===== src/rtl/sdram_port_arbiter.sv =====
// Small circular FIFO with occupancy count; one-cycle push-to-visible latency.
// Push when full and pop when empty are dropped; the caller decides flow control.
module tag_fifo #(
    parameter int W     = 2,
    parameter int DEPTH = 4
) (
    input  logic                         clk,
    input  logic                         rst_n,
    input  logic                         push_i,
    input  logic [W-1:0]                 push_dat_i,
    input  logic                         pop_i,
    output logic [W-1:0]                 pop_dat_o,
    output logic [$clog2(DEPTH+1)-1:0]   count_o
);
    localparam int PW = (DEPTH > 1) ? $clog2(DEPTH) : 1;
    localparam int CW = $clog2(DEPTH + 1);

    logic [W-1:0]  mem_q [DEPTH];
    logic [PW-1:0] wr_ptr_q, wr_ptr_d;
    logic [PW-1:0] rd_ptr_q, rd_ptr_d;
    logic [CW-1:0] count_q, count_d;
    logic          do_push, do_pop;

    always_comb begin
        do_push  = push_i && (count_q != CW'(DEPTH));
        do_pop   = pop_i && (count_q != '0);
        wr_ptr_d = wr_ptr_q;
        rd_ptr_d = rd_ptr_q;
        // Explicit wrap keeps DEPTH=1 correct as well as powers of two.
        if (do_push) begin
            wr_ptr_d = (wr_ptr_q == PW'(DEPTH - 1)) ? '0 : wr_ptr_q + PW'(1);
        end
        if (do_pop) begin
            rd_ptr_d = (rd_ptr_q == PW'(DEPTH - 1)) ? '0 : rd_ptr_q + PW'(1);
        end
        count_d = count_q + CW'(do_push) - CW'(do_pop);
    end

    always_ff @(posedge clk or negedge rst_n) begin
        if (!rst_n) begin
            wr_ptr_q <= '0;
            rd_ptr_q <= '0;
            count_q  <= '0;
            for (int i = 0; i < DEPTH; i++) begin
                mem_q[i] <= '0;
            end
        end else begin
            wr_ptr_q <= wr_ptr_d;
            rd_ptr_q <= rd_ptr_d;
            count_q  <= count_d;
            if (do_push) begin
                mem_q[wr_ptr_q] <= push_dat_i;
            end
        end
    end

    assign pop_dat_o = mem_q[rd_ptr_q];
    assign count_o   = count_q;
endmodule

// Round-robin share of one SDRAM command port; 3 cycles min per command, ack 1 cycle after handshake.
// Holds the command while cmd_ready is low; reads are masked while RD_DEPTH reads are outstanding.
module sdram_port_arbiter #(
    parameter int NPORTS   = 3,
    parameter int AW       = 24,
    parameter int DW       = 16,
    parameter int RD_DEPTH = 4
) (
    input  logic                 clk,
    input  logic                 locked,
    input  logic [NPORTS-1:0]    p_req,
    input  logic [NPORTS-1:0]    p_we,
    input  logic [NPORTS*AW-1:0] p_addr,
    input  logic [NPORTS*DW-1:0] p_wdata,
    output logic [NPORTS-1:0]    p_ack,
    output logic [NPORTS-1:0]    p_rvalid,
    output logic [DW-1:0]        p_rdata,
    output logic                 cmd_valid,
    input  logic                 cmd_ready,
    output logic                 cmd_we,
    output logic [AW-1:0]        cmd_addr,
    output logic [DW-1:0]        cmd_wdata,
    input  logic                 rd_valid,
    input  logic [DW-1:0]        rd_data,
    output logic                 err
);
    localparam int GW = $clog2(NPORTS);
    localparam int CW = $clog2(RD_DEPTH + 1);

    typedef enum logic [1:0] {
        IDLE  = 2'd0,
        ISSUE = 2'd1,
        ACK   = 2'd2
    } state_e;

    state_e             state_q, state_d;
    logic [GW-1:0]      last_grant_q, last_grant_d;
    logic [GW-1:0]      owner_q, owner_d;
    logic               cmd_valid_q, cmd_valid_d;
    logic               cmd_we_q, cmd_we_d;
    logic [AW-1:0]      cmd_addr_q, cmd_addr_d;
    logic [DW-1:0]      cmd_wdata_q, cmd_wdata_d;
    logic [NPORTS-1:0]  p_ack_q, p_ack_d;
    logic [NPORTS-1:0]  p_rvalid_q, p_rvalid_d;
    logic [DW-1:0]      p_rdata_q, p_rdata_d;
    logic               err_q, err_d;

    logic [NPORTS-1:0]  eligible;
    logic               found;
    logic [GW-1:0]      winner;
    int                 idx;
    logic               tag_push, tag_pop;
    logic [GW-1:0]      tag_out;
    logic [CW-1:0]      rd_count;

    tag_fifo #(
        .W     (GW),
        .DEPTH (RD_DEPTH)
    ) u_tag_fifo (
        .clk        (clk),
        .rst_n      (locked),
        .push_i     (tag_push),
        .push_dat_i (owner_q),
        .pop_i      (tag_pop),
        .pop_dat_o  (tag_out),
        .count_o    (rd_count)
    );

    always_comb begin
        eligible = '0;
        for (int i = 0; i < NPORTS; i++) begin
            eligible[i] = p_req[i] & (p_we[i] | (rd_count < CW'(RD_DEPTH)));
        end
    end

    // Search starts one past the previous winner so every port gets a turn.
    always_comb begin
        found  = 1'b0;
        winner = '0;
        idx    = 0;
        for (int k = 1; k <= NPORTS; k++) begin
            idx = (int'(last_grant_q) + k) % NPORTS;
            if (!found && eligible[idx]) begin
                found  = 1'b1;
                winner = GW'(idx);
            end
        end
    end

    always_comb begin
        state_d      = state_q;
        last_grant_d = last_grant_q;
        owner_d      = owner_q;
        cmd_valid_d  = cmd_valid_q;
        cmd_we_d     = cmd_we_q;
        cmd_addr_d   = cmd_addr_q;
        cmd_wdata_d  = cmd_wdata_q;
        p_ack_d      = '0;
        tag_push     = 1'b0;
        unique case (state_q)
            IDLE: begin
                if (found) begin
                    owner_d      = winner;
                    last_grant_d = winner;
                    cmd_we_d     = p_we[winner];
                    cmd_addr_d   = p_addr[int'(winner)*AW +: AW];
                    cmd_wdata_d  = p_wdata[int'(winner)*DW +: DW];
                    cmd_valid_d  = 1'b1;
                    state_d      = ISSUE;
                end
            end
            ISSUE: begin
                if (cmd_valid_q && cmd_ready) begin
                    cmd_valid_d = 1'b0;
                    p_ack_d     = NPORTS'(1) << owner_q;
                    tag_push    = !cmd_we_q;
                    state_d     = ACK;
                end
            end
            ACK: begin
                // Dead cycle lets the owner drop p_req before the next decision.
                state_d = IDLE;
            end
            default: begin
                state_d = IDLE;
            end
        endcase
    end

    always_comb begin
        tag_pop    = rd_valid && (rd_count != '0);
        p_rvalid_d = tag_pop ? (NPORTS'(1) << tag_out) : '0;
        p_rdata_d  = tag_pop ? rd_data : p_rdata_q;
        err_d      = err_q | (rd_valid && (rd_count == '0));
    end

    always_ff @(posedge clk or negedge locked) begin
        if (!locked) begin
            state_q      <= IDLE;
            last_grant_q <= GW'(NPORTS - 1);
            owner_q      <= '0;
            cmd_valid_q  <= 1'b0;
            cmd_we_q     <= 1'b0;
            cmd_addr_q   <= '0;
            cmd_wdata_q  <= '0;
            p_ack_q      <= '0;
            p_rvalid_q   <= '0;
            p_rdata_q    <= '0;
            err_q        <= 1'b0;
        end else begin
            state_q      <= state_d;
            last_grant_q <= last_grant_d;
            owner_q      <= owner_d;
            cmd_valid_q  <= cmd_valid_d;
            cmd_we_q     <= cmd_we_d;
            cmd_addr_q   <= cmd_addr_d;
            cmd_wdata_q  <= cmd_wdata_d;
            p_ack_q      <= p_ack_d;
            p_rvalid_q   <= p_rvalid_d;
            p_rdata_q    <= p_rdata_d;
            err_q        <= err_d;
        end
    end

    assign cmd_valid = cmd_valid_q;
    assign cmd_we    = cmd_we_q;
    assign cmd_addr  = cmd_addr_q;
    assign cmd_wdata = cmd_wdata_q;
    assign p_ack     = p_ack_q;
    assign p_rvalid  = p_rvalid_q;
    assign p_rdata   = p_rdata_q;
    assign err       = err_q;
endmodule


===== config.mk =====
export PLATFORM = sky130hd
export DESIGN_NAME = sdram_port_arbiter
export DESIGN_NICKNAME = d
export VERILOG_FILES = /design/src/rtl/sdram_port_arbiter.sv
export SDC_FILE = /design/constraint.sdc
export NUM_CORES = 1
export LEC_CHECK = 0
export ABC_AREA = 0
export ABC_CLOCK_PERIOD_IN_PS = 4400
export BUFFER_PORTS_ARGS = -buffer_cell sky130_fd_sc_hd__buf_2
export CORE_UTILIZATION = 54
export DETAILED_ROUTE_END_ITERATION = 10
export PLACE_DENSITY_LB_ADDON = 0.08
export SLEW_MARGIN = 10
export SYNTH_ARGS = -nofsm -noshare
export SYNTH_HDL_FRONTEND = slang
export SYNTH_SLANG_ARGS = --single-unit

===== constraint.sdc =====
create_clock -name clk -period 4.4 [get_ports clk]
set_input_delay 0.88 -clock clk [delete_from_list [all_inputs] [get_ports clk]]
set_output_delay 0.88 -clock clk [all_outputs]
set_load 0.03 [all_outputs]

# [Word level (Yosys, flattened, before mapping)]
# Index checks and enable logic that the tools add are counted.
[totals] ff_bits=86 out_inout_bits=65 wordCells=110 input_bits=146
[op_classes] n_reduce_logical=18 n_shift=4 bitwise_logic=9 n_eq_ne=6 div=3 mux=36 add_sub_neg=7 n_lt_le_gt_ge=8 n_mul=1
[ops] op="$lt A32 B4 Y1 const B" n=3
[ops] op="$mod A32 B3 Y32 const B" n=3
[ops] op="$shiftx A72 B8 Y24" n=1
[ops] op="$shiftx A48 B7 Y16" n=1
[ops] op="$mux W2" n=10
[ops] op="$mux W1" n=14
[ops] op="$mux W3" n=3
[ops] op="$bmux W1 S2" n=4
[ops] op="$bwmux W8" n=1
[ops] op="$logic_and A1 B1 Y1" n=8
[ops] op="$add A2 B2 Y3 const B" n=2
[ops] op="$ge A3 B3 Y1 const B" n=2
[ops] op="$not A2 Y3" n=2
[ops] op="$shl A1 B2 Y3 const A" n=2
[ops] op="$add A2 B1 Y2 const B" n=2
[ops] op="$bmux W2 S2" n=1
[ops] op="$demux W2 S2" n=1
[ops] op="$eq A2 B2 Y1 const B" n=2
[ops] op="$mul A2 B2 Y4 const B" n=1
[ops] op="$ne A2 B2 Y1 const B" n=2
[ops] op="$or A1 B1 Y1" n=4
[ops] op="$pmux W2 S2" n=1
[ops] op="$reduce_and A2 Y1" n=2
[ops] op="$add A2 B1 Y3 const B" n=1
[ops] op="15 further kinds" n=19

# [Longest topological paths before layout]
# Gate-level depths: netlist (run 1).
[depth] depth_word=15 depth_mapped=11

# [Cells and area by module]
# Synthesis (run 1) repeated with hierarchy kept, for this count alone.
[hier_totals] cells_unflattened=439 hier_area_um2=4782.1
[by_module_without_submodules] module="sdram_port_arbiter" cells_per_inst=381 area_each_um2=4015.1 instances=1
[by_module_without_submodules] module="tag_fifo" cells_per_inst=58 area_each_um2=767.0 instances=1

# [Least setup slack after synthesis (run 1)]
# No wires, ideal clock.
[synth_timing] path_type="input to register" start="input rd_valid" end="register u_tag_fifo.count_q[2] (netlist: u_tag_fifo.count_o[2])" required_time_ps=4277 path_slack_ps=1866 arrival_time_ps=2412 setup_time_ps=123 cell_stages=8 path_cell_list="nand2b_1 clkinv_1 clkbuf_1 ha_1 inv_1 ha_1 fa_1 xnor2_1"
[synth_via] elab_chain_cells=3
[synth_rtl] item="start: declaration" line_no="83" rtl="input logic rd_valid,"
[synth_rtl] item="$logic_and A1 B1 Y1" line_no="191" rtl="tag_pop = rd_valid && (rd_count != '0);"
[synth_rtl] item="via tag_pop" line_no="112" rtl="logic tag_push, tag_pop;"
[synth_rtl] item="$logic_and A1 B1 Y1" line_no="26" rtl="do_pop = pop_i && (count_q != '0);"
[synth_rtl] item="$sub A3 B1 Y3" line_no="36" rtl="count_d = count_q + CW'(do_push) - CW'(do_pop);"
[synth_rtl] item="via u_tag_fifo.count_d[2]" line_no="21" rtl="logic [CW-1:0] count_q, count_d;"
[synth_rtl] item="end signal: assignment" line_no="50" rtl="count_q <= count_d;"
[synth_rtl] item="end: declaration" line_no="21"
# The timed path passes the listed nets, and every way through them passes these cells.
# A chain may end at the register's enable or synchronous reset.

# [Worst setup path in the final report (run 1)]
[layout_timing] start="register last_grant_q[0]" end="register cmd_addr_q[10] (netlist: cmd_addr[10])"
[layout_via] elab_chain_cells=14
[layout_rtl] item="start: declaration" line_no="97" rtl="logic [GW-1:0] last_grant_q, last_grant_d;"
[layout_rtl] item="start signal: assignment" line_no="200" rtl="last_grant_q <= GW'(NPORTS - 1);"
[layout_rtl] item="start signal: assignment" line_no="212" rtl="last_grant_q <= last_grant_d;"
[layout_rtl] item="$add A2 B1 Y3" line_no="142" rtl="idx = (int'(last_grant_q) + k) % NPORTS;"
[layout_rtl] item="$mod A32 B3 Y32" line_no="142"
[layout_rtl] item="$bmux W1 S2" line_no="143" rtl="if (!found && eligible[idx]) begin"
[layout_rtl] item="$mux W1 (not written as such) (2 in series)" line_no="143"
[layout_rtl] item="$mux W1" line_no="143"
[layout_rtl] item="$logic_not A1 Y1" line_no="143"
[layout_rtl] item="$logic_and A1 B1 Y1" line_no="143"
[layout_rtl] item="$mux W1" line_no="143"
[layout_rtl] item="$logic_not A1 Y1" line_no="143"
[layout_rtl] item="$logic_and A1 B1 Y1" line_no="143"
[layout_rtl] item="$mux W2" line_no="143"
[layout_rtl] item="$mul A2 B2 Y4" line_no="166" rtl="cmd_addr_d = p_addr[int'(winner)*AW +: AW];"
[layout_rtl] item="$shiftx A72 B8 Y24" line_no="166"
[layout_rtl] item="end signal: assignment" line_no="216" rtl="cmd_addr_q <= cmd_addr_d;"
[layout_rtl] item="end: declaration" line_no="101" rtl="logic [AW-1:0] cmd_addr_q, cmd_addr_d;"
# Several ways; a longest one is shown, not always the timed one. The select of a mux whose other input is x is not followed.

==> metrics.md, run 1 <==
| Metric | Value |
|---|---|
| Status | completed |
| WP buf/inv | 2 |
| Clock buffer depth | 2 |
| Clock Latency Late Sink | between 0.3 and 0.4 ns |
| Clock Skews | 0.0125 ns |
| Initial Util | 55.7% |
| GR Util met1 | 37.1% |
| Worst IR Drop VDD | 0.000425 V |
| Total grt overflow | 0 |
| Detail Placement HPWL | ~10 mm |
| Post-Syn Instances | 610 |
| Worst setup SP type | register |
| Slew @ Worst Pin | 1.11 ns |
| Critical path depth | 8 |
| Worst setup endpoint | cmd_addr[10] |
| Global-route wire length before repair | 22.9 mm |
| RSZ-0062 raised after global routing | no |
| Area growth, synth to finish | 22.4% |
| Area of the mapped netlist | between 5000 and 6000 sq um |
| Largest net degree at the start of global routing | 86 |
| Number of synthesized flops with an enable pin | 0 |
| WL final | 14.8 mm |
| Placed cell area | 6470 sq um |
| Main flop type after synthesis | dfrtp_1 |
| H-tree depth | 3 |
| Vias/cell | 5.63 |
| Power per Cell Area | 679 nW/um^2 |
| Number of cell rows | 36 |
| Worst Path Max Fanout | 51 |
| Worst hold path depth | 1 |
| CTS-repair resized insts | 0 |
| Commonest cells after routing, fill and taps aside | buf_2, inv_1, dfrtp_1, nand2_1, mux2i_1 |
| Die ar. | 10500 sq um |
| Nets | 939 |
| Die Height | 102 um |
| Placed cells | 905 |
| DR vias | just over 5000 |
| Hold-fix buffers, CTS | 0 |
| Total CTS buffers | 9 |
| Nature of the critical path endpoint | register |
| Vias in the first global route | 4776 |
| Min Hold Slack | about 0.46 ns |
| R2R Path End | cmd_addr[10] |
| Commonest non-fill, non-tap cell in the layout | buf_2 |
| Cell class contributing the biggest share of worst-path delay | simple AND/OR/NAND/NOR gates |
| Routed len/inst | between 15 and 20 um |
| Iter 0 DRT Violations | 169 |
| Flop2flop setup slack | between 1 and 1.5 ns |
| Post-DRT Antenna Nets | 0 |
| CP max stage delay | 0.71 ns |
| Busiest grt layer | met2 |
| Worst Setup SP | last_grant_q[0] |
| Post-Layout Cell Count | about 900 |
| CP arrival | approximately 3.3 ns |
| DRC | 0 |
| Crit path required time | 4.64 ns |
| Min-Delay Path Class | register to register |
| Crit-path slowest cell | nand3_2 |
| Critical R2R Launch | last_grant_q[0] |
| Max-slew violations | 0 |
| Leakage | 0.00361 uW |
| Share of cells above drive strength 1 | 32.6% |
| I/O pins | ~210 |
| ANT cells | 0 |
| DRT Pass-1 Iters | 4 |
| Max_slew headroom | 26.1% |
| Netlist cell types | 44 |
| DP Worst Slack | 1.29 ns |
| CP Class | register to register |
| Placer congestion estimate | 0.845 |
| DIE WIDTH | 102 um |
| R2R cell count | 8 |
| Met2 usage | ~44% |
| Clock sinks | 85 |
| TritonCTS clock tree | done |
| Max cap viols | 0 |
| # fillers | 860 |
| FF+latch count, synth | 85 |
| # setup viols final | 0 |
| Post-CTS setup buffer count | 0 |
| Syn nets | 766 |
| Yosys warnings | 0 |
| Core area | 9770 sq um |
| Reg clk slew, reported paths | 0.10 ns |
| FMAX | 0.325 GHz |
| Synth async-reset ratio | 100% |
| IO Port Bufs | 210 |
| GRT Resource Usage Total | 28.2% |
| Hold violation count in the final report | 0 |
| Worst path cell trace | inv_1 > ha_1 > a21oi_1 > nand3_2 > buf_4 > and4_1 > o31ai_1 > mux2i_1 |
| GR Util met3 | just over 7% |
| Design Area, Final | 6660 sq um |
| Crit share post-route | 69.8% |
| Seq/Total Area, Yosys | 39.1% |
| Min cycle time layout | 3.07 ns |
| Root buffer cell | clkbuf_8 |
| Setup_tns | 0 ns |
| Worst setup margin | 1.33 ns |
| Mean area per synthesized cell | 8.92 sq um |
| Antenna violations before repair | 1 |
## cell families (layout without fill, tap and decap cells)
| group | after synthesis | count (layout) | share of synthesized area, % |
|---|---|---|---|
| AND/OR/NAND/NOR | 128 | 128 | 13.6 |
| AO/OA/AOI/OAI | 142 | 142 | 19.7 |
| adder cells (fa/ha/maj) | 11 | 11 | 2.64 |
| buffers and inverters | 192 | 370 | 14.8 |
| flip-flops | 85 | 85 | 39.1 |
| multiplexers | 50 | 50 | 9.79 |
| XOR/XNOR | 2 | 2 | 0.322 |
## worst register-to-register path, stage by stage, from the launching register on
cell and delay (ns):
dfrtp_1 0.41, inv_1 0.20, ha_1 0.35, a21oi_1 0.18, nand3_2 0.71, buf_4 0.48
and4_1 0.21, o31ai_1 0.28, mux2i_1 0.13
## state kept, by name, indices dropped and copies added (netlist names)
signal               cells
cmd_addr                24
state_q                  2
err                      1
u_tag_fifo.rd_ptr_q      2
p_rdata                 16
u_tag_fifo.wr_ptr_q      2
p_ack                    3
cmd_we                   1
u_tag_fifo.count_o       3
cmd_valid                1
p_rvalid                 3
cmd_wdata               16
u_tag_fifo.mem_q         8
last_grant_q             2
owner_q                  1
## Yosys cell counts (2+ instances only)
cell type  count  area share, %
o21ai_0        6           0.55
nand2_1       63            4.3
clkbuf_1      43            3.0
nor3_1         6           0.55
a31oi_1       41            4.7
nand2b_1       3           0.34
and3_1         2           0.23
dfrtp_1       84             39
o31ai_1       41            5.7
buf_12         4            1.5
and4_1        42            6.8
mux2i_1       42            7.7
a21oi_1        2           0.18
mux4_2         2           0.83
buf_2         10           0.92
inv_1        132            9.1
nand3_1        4           0.37
nor3b_1        2           0.28
mux2_2         6            1.2
a21o_1         3           0.41
ha_1           9            2.1
o2111ai_1     41            6.6
## power breakdown
group          total, uW  switching [uW]  internal [uW]
clock network        552             320            232
logic               2630            1700            921
registers           1350             216           1130
## worst min-delay path by stage
| stage | slack, ns | endpoint | from |
|---|---|---|---|
| 5_1_grt | 0.48 | err | err |
| 6_report | 0.46 | err | err |
| 4_1_cts | 0.46 | err | err |
| 2_1_floorplan | 0.44 | state_q[0] | state_q[1] |
| 3_3_place_gp | 0.43 | err | err |
| 3_5_place_dp | 0.44 | err | err |
## metal layers
layer | wire length [um] | up-vias | part of all wire [%]
met2 | 6900 | 233 | 47
met4 | 418 | 2 | 2.8
met1 | 6290 | 2426 | 43
met5 | 13 | - | 0.088
met3 | 1150 | 37 | 7.8
li1 | - | 2491 | -
## stage by stage
stage / util (%) / power [uW]
after detailed placement: 66.2 / 4000
after CTS: 68.2 / 4560
after global routing: 68.2 / 4860
final: 68.2 / 4530
after floorplan: - / 3380
after global placement: 66.2 / 3920
## cell type report
cell class	count	area, sq um	share of cell area (%)
multi-input cells	333	2540	38.2
repair buffers	221	1140	17.1
inverters	133	499	7.49
clock inverters	6	51.3	0.770
flip-flops and latches	85	2130	31.9
clock buffers	10	138	2.07
well taps	133	166	2.50
(Power assumes the default switching activity.)
==> inputs of run 2 (changes only) <==
--- a/config.mk
+++ b/config.mk
@@ -6,9 +6,9 @@
 export NUM_CORES = 1
 export LEC_CHECK = 0
 export ABC_AREA = 0
-export ABC_CLOCK_PERIOD_IN_PS = 4400
+export ABC_CLOCK_PERIOD_IN_PS = 3000
 export BUFFER_PORTS_ARGS = -buffer_cell sky130_fd_sc_hd__buf_2
-export CORE_UTILIZATION = 54
+export CORE_UTILIZATION = 50
 export DETAILED_ROUTE_END_ITERATION = 10
 export PLACE_DENSITY_LB_ADDON = 0.08
 export SLEW_MARGIN = 10
==> constraint.sdc (replaced) <==
create_clock -name clk -period 3 [get_ports clk]
set_input_delay 0.6 -clock clk [delete_from_list [all_inputs] [get_ports clk]]
set_output_delay 0.6 -clock clk [all_outputs]
set_load 0.03 [all_outputs]
==> run 2 against run 1 <==
Against the previous run:
- cell area grew 2.3%
- critical path type unchanged
- maximum frequency is 20% higher
- sequential share of layout area decreased by 0.70 points
- clock power is 55% higher
- flip-flop and latch count stayed put
- core utilization fell by 2.8 points
- via count increased by 0.96%
- power rose by 50%
- largest cell class unchanged
- critical endpoint is now cmd_we
- die area increased by 7.8%
- first-iteration DRC count rose by 58%
- worst hold slack lost 0.23 ns
==> metrics.md, run 2 (synthesized netlist as in run 1, its figures left out) <==
| Metric | Value |
|---|---|
| Status | completed (unchanged) |
| DIE WIDTH | 106 um (was 102 um) |
| Setup_tns | 0 ns (unchanged) |
| TritonCTS clock tree | done (unchanged) |
| CP max stage delay | 0.41 ns (was 0.71 ns) |
| I/O pins | 211 (unchanged) |
| Crit path required time | 3.24 ns (was 4.64 ns) |
| Share of cells above drive strength 1 | 33.2% (was 32.6%) |
| Crit share post-route | 85.3% (was 69.8%) |
| # fillers | 902 (was 860) |
| Min cycle time layout | 2.56 ns (was 3.07 ns) |
| Iter 0 DRT Violations | 267 (was 169) |
| Worst IR Drop VDD | 0.000528 V (was 0.000425 V) |
| R2R cell count | 8 (unchanged) |
| Max-slew violations | 0 (unchanged) |
| Max cap viols | 0 (unchanged) |
| Core area | 10400 sq um (was 9770 sq um) |
| Clock Skews | 0.0140 ns (was 0.0125 ns) |
| CTS-repair resized insts | 0 (unchanged) |
| Vias/cell | 5.62 (was 5.63) |
| Area growth, synth to finish | 25.2% (was 22.4%) |
| H-tree depth | 3 (unchanged) |
| Commonest non-fill, non-tap cell in the layout | buf_2 (unchanged) |
| Total CTS buffers | 9 (unchanged) |
| Largest net degree at the start of global routing | 45 (was 86) |
| Routed len/inst | 16.1 um (was 16.0 um) |
| DRT Pass-1 Iters | 4 (unchanged) |
| Min-Delay Path Class | primary input to asynchronous set/reset pin (was register to register) |
| Initial Util | 52.3% (was 55.7%) |
| WL final | 15.0 mm (was 14.8 mm) |
| Worst setup SP type | register (unchanged) |
| Clock Latency Late Sink | 0.36 ns (was 0.37 ns) |
| Nets | 948 (was 939) |
| Final Util | 65.4% (was 68.2%) |
| FMAX | 0.391 GHz (was 0.325 GHz) |
| CP Class | register to register (unchanged) |
| Hold-fix buffers, CTS | 0 (unchanged) |
| Post-CTS setup buffer count | 0 (unchanged) |
| DR vias | 5239 (was 5189) |
| DRC | 0 (unchanged) |
| Clock buffer depth | 2 (unchanged) |
| Post-Layout Cell Count | 933 (was 921) |
| Power per Cell Area | 999 nW/um^2 (was 679 nW/um^2) |
| Nature of the critical path endpoint | register (unchanged) |
| Placer congestion estimate | 0.862 (was 0.845) |
| Slew @ Worst Pin | 0.627 ns (was 1.11 ns) |
| Hold violation count in the final report | 0 (unchanged) |
| RSZ-0062 raised after global routing | no (unchanged) |
| Worst Path Max Fanout | 28 (was 51) |
| Global-route wire length before repair | 23.9 mm (was 22.9 mm) |
| Clock sinks | 85 (unchanged) |
| Total grt overflow | 0 (unchanged) |
| CP arrival | 2.80 ns (was 3.31 ns) |
| GRT Resource Usage Total | 26.7% (was 28.2%) |
| Post-DRT Antenna Nets | 0 (unchanged) |
| Crit-path slowest cell | dfrtp_1 (was nand3_2) |
| Antenna violations before repair | 1 (unchanged) |
| Die Height | 106 um (was 102 um) |
| # setup viols final | 0 (unchanged) |
| Worst path cell trace | inv_1 > ha_1 > or3_1 > and4_2 > buf_12 > and4_1 > o31ai_1 > mux2i_1 (was inv_1 > ha_1 > a21oi_1 > nand3_2 > buf_4 > and4_1 > o31ai_1 > mux2i_1) |
| Placed cells | 917 (was 905) |
| Leakage | 0.00368 uW (was 0.00361 uW) |
| Detail Placement HPWL | 10.5 mm (was 10.2 mm) |
| Max reg flops | 24 (unchanged) |
| Min Hold Slack | 0.236 ns (was 0.464 ns) |
| Vias in the first global route | 4889 (was 4776) |
| Root buffer cell | clkbuf_8 (unchanged) |
| IO Port Bufs | 210 (unchanged) |
| Max_slew headroom | 58.2% (was 26.1%) |
| Die ar. | 11300 sq um (was 10500 sq um) |
| ANT cells | 0 (unchanged) |
| Number of cell rows | 37 (was 36) |
| Commonest cells after routing, fill and taps aside | buf_2, inv_1, dfrtp_1, nand2_1, mux2i_1 (unchanged) |
| Reg clk slew, reported paths | 0.10 ns (about the same) |
## run 2: routing by layer
layer  part of all wire, %  wire length, um  up-vias  global-route usage [%]
li1                      -                -     2509                       -
met1                    44             6650     2478                    36.0
met2                    47             7000      231                    43.3
met3                   7.8             1170       19                    5.70
met4                   1.3              188        2                    7.44
met5                 0.087               13        -                       0
## run 2: critical path, delay by kind of cell, from the launching register on
family / cells / cell delay [ns]
buffers and inverters: 2 / 0.39
adder cells (fa/ha/maj): 1 / 0.33
multiplexers: 1 / 0.12
AO/OA/AOI/OAI: 1 / 0.27
AND/OR/NAND/NOR: 3 / 0.93
flip-flops: 1 / 0.41
## run 2: final timing paths
path | from | endpoint | slack [ns]
worst max-delay path | last_grant_q[0] | cmd_we | 0.44
worst min register to register | err | err | 0.46
worst max register to register | last_grant_q[0] | cmd_we | 0.44
max in group asynchronous | locked | last_grant_q[1] | 2.04
min in group clk | rd_data[13] | p_rdata[13] | 0.43
worst min-delay path | locked | cmd_wdata[11] | 0.24
## run 2: layout make-up
type / instances / area, sq um / area share [%]
multi-input cells: 333 / 2540 / 37.3
flip-flops and latches: 85 / 2130 / 31.2
repair buffers: 230 / 1270 / 18.6
inverters: 133 / 499 / 7.33
well taps: 136 / 170 / 2.50
clock buffers: 11 / 141 / 2.08
clock inverters: 5 / 63.8 / 0.937
## run 2: power breakdown
group / internal [uW] / switching [uW]
Combinational: 1440 / 2530
Sequential: 1660 / 314
Clock: 417 / 439
Total: 3520 / 3280
## run 2: stage by stage
| step | setup slack, ns | power, uW | area (sq um) |
|---|---|---|---|
| after floorplan | 0.624 | 4960 | 5440 |
| after global placement | 0.517 | 5860 | 6610 |
| after detailed placement | 0.434 | 5970 | 6610 |
| after CTS | 0.413 | 6840 | 6810 |
| after global routing | 0.260 | 7260 | 6810 |
| final | 0.441 | 6810 | 6810 |
==> inputs of run 3 (changes only) <==
--- a/config.mk
+++ b/config.mk
@@ -6,8 +6,8 @@
 export NUM_CORES = 1
 export LEC_CHECK = 0
 export ABC_AREA = 0
-export ABC_CLOCK_PERIOD_IN_PS = 3000
 export BUFFER_PORTS_ARGS = -buffer_cell sky130_fd_sc_hd__buf_2
+export CORE_ASPECT_RATIO = 1.4
 export CORE_UTILIZATION = 50
 export DETAILED_ROUTE_END_ITERATION = 10
 export PLACE_DENSITY_LB_ADDON = 0.08
==> run 3 against run 2 <==
Against the previous run:
- sequential share of layout area shrank 0.23 points
- flip-flop and latch count did not move
- sequential power barely moved
- power increased by 3.7%
- register-to-register slack worse by 0.11 ns
- routed wire length down 2.0%
- first-iteration DRC count increased by 33%
- core utilization grew 0.22 points
- combinational power about the same
- die area is essentially flat
- maximum frequency decreased by 4.3%
==> metrics.md, run 3 (synthesized netlist as in run 1, its figures left out) <==
| Metric | Value |
|---|---|
| Core area | 10500 sq um (was 10400 sq um) |
| Largest net degree at the start of global routing | 84 (was 45) |
| Die Height | 125 um (was 106 um) |
| Die ar. | 11300 sq um (about the same) |
| Detail Placement HPWL | 10.1 mm (was 10.5 mm) |
| Number of cell rows | 44 (was 37) |
| GRT Resource Usage Total | 25.8% (was 26.7%) |
| CP Class | register to register (unchanged) |
| Max-slew violations | 0 (unchanged) |
| Worst Path Max Fanout | 34 (was 28) |
| Slew @ Worst Pin | 0.582 ns (was 0.627 ns) |
| TritonCTS clock tree | done (unchanged) |
| CTS-repair resized insts | 0 (unchanged) |
| Worst setup SP type | register (unchanged) |
| RSZ-0062 raised after global routing | no (unchanged) |
| Clock Skews | 0.00855 ns (was 0.0140 ns) |
| Footprint of the multi-input gates | 2540 sq um (unchanged) |
| Routed len/inst | 15.8 um (was 16.1 um) |
| Max reg flops | 24 (unchanged) |
| Crit share post-route | 89.1% (was 85.3%) |
| # fillers | 914 (was 902) |
| CP arrival | 2.88 ns (was 2.80 ns) |
| Total CTS buffers | 9 (unchanged) |
| Root buffer cell | clkbuf_16 (was clkbuf_8) |
| Power per Cell Area | 1030 nW/um^2 (was 999 nW/um^2) |
| Max_slew headroom | 61.2% (was 58.2%) |
| Clock buffer depth | 2 (unchanged) |
| Vias/cell | 5.65 (was 5.62) |
| Min cycle time layout | 2.67 ns (was 2.56 ns) |
| Post-Layout Cell Count | 933 (unchanged) |
| Vias in the first global route | 4970 (was 4889) |
| H-tree depth | 3 (unchanged) |
| Hold-fix buffers, CTS | 0 (unchanged) |
| DIE WIDTH | 90.2 um (was 106 um) |
| Post-CTS setup buffer count | 0 (unchanged) |
| WL final | 14.7 mm (was 15.0 mm) |
| Crit path required time | 3.20 ns (was 3.24 ns) |
| DRC | 0 (unchanged) |
| Clock Latency Late Sink | 0.34 ns (was 0.36 ns) |
| Global-route wire length before repair | 23.7 mm (was 23.9 mm) |
| Status | completed (unchanged) |
| Min-Delay Path Class | primary input to asynchronous set/reset pin (unchanged) |
| Iter 0 DRT Violations | 354 (was 267) |
| Post-DRT Antenna Nets | 0 (unchanged) |
| R2R cell count | 8 (unchanged) |
| Worst IR Drop VDD | 0.000587 V (was 0.000528 V) |
| Min Hold Slack | 0.256 ns (was 0.236 ns) |
| IO Port Bufs | 210 (unchanged) |
| Share of cells above drive strength 1 | 33.0% (was 33.2%) |
| Commonest cells after routing, fill and taps aside | buf_2, inv_1, dfrtp_1, nand2_1, mux2i_1 (unchanged) |
| DRT Pass-1 Iters | 5 (was 4) |
| Leakage | 0.00369 uW (was 0.00368 uW) |
| Total grt overflow | 0 (unchanged) |
| Placer congestion estimate | 0.882 (was 0.862) |
| Antenna violations before repair | 1 (unchanged) |
| DR vias | 5268 (was 5239) |
| Nets | 945 (was 948) |
| Placed cells | 916 (was 917) |
| Setup_tns | 0 ns (unchanged) |
| # setup viols final | 0 (unchanged) |
| I/O pins | 211 (unchanged) |
| Max cap viols | 0 (unchanged) |
| Nature of the critical path endpoint | register (unchanged) |
| Reg clk slew, reported paths | 0.07 ns (was 0.10 ns) |
| Clock sinks | 85 (unchanged) |
| FF+latch area | 2130 sq um (unchanged) |
| Initial Util | 52.0% (was 52.3%) |
| FMAX | 0.374 GHz (was 0.391 GHz) |
| Area growth, synth to finish | 26.1% (was 25.2%) |
| Commonest non-fill, non-tap cell in the layout | buf_2 (unchanged) |
| Hold violation count in the final report | 0 (unchanged) |
run 3: final timing paths:
kind                                      start              end  slack, ns
min in group clk                     rd_data[7]       p_rdata[7]       0.45
worst max register to register  last_grant_q[1]     cmd_wdata[1]       0.33
worst min-delay path                     locked      p_rdata[13]       0.26
worst max-delay path            last_grant_q[1]     cmd_wdata[1]       0.33
max in group asynchronous                locked  last_grant_q[1]       1.96
worst min register to register              err              err       0.46
run 3: through the flow:
| stage | cell area, sq um | setup slack, ns | utilization, % | total power [uW] |
|---|---|---|---|---|
| 2_1_floorplan | 5440 | 0.624 | - | 4960 |
| 3_3_place_gp | 6560 | 0.459 | 62.7 | 5830 |
| 3_5_place_dp | 6560 | 0.369 | 62.7 | 5960 |
| 4_1_cts | 6860 | 0.360 | 65.6 | 7090 |
| 5_1_grt | 6860 | 0.146 | 65.6 | 7500 |
| 6_report | 6860 | 0.326 | 65.6 | 7060 |
run 3: cell type report:
type / count / share of cell area (%)
multi-input cells: 333 / 37.1
flip-flops and latches: 85 / 31.0
repair buffers: 227 / 17.8
inverters: 133 / 7.27
clock buffers: 10 / 3.34
well taps: 138 / 2.52
clock inverters: 6 / 1.02
diodes: 1 / 0.0365
run 3: worst max-delay path, cell delays in order (launching register included):
cell and delay (ns):
dfstp_2 0.55, inv_1 0.04, ha_1 0.30, or3_1 0.41, and4_2 0.38, buf_4 0.29
and4_1 0.24, o31ai_1 0.21, mux2i_1 0.11
run 3: power breakdown:
part	switching [uW]	total (uW)	internal (uW)
logic	2520	3940	1420
registers	327	1990	1670
clock network	469	1120	651
run 3: per-layer routing:
layer	GRT usage (%)	share of wire (%)	vias up	wire, um
met5	0	0	-	0
met4	10.8	3.1	0	456
met3	3.59	5.7	42	833
met2	45.3	51	232	7510
met1	31.7	40	2483	5920
li1	-	-	2511	-
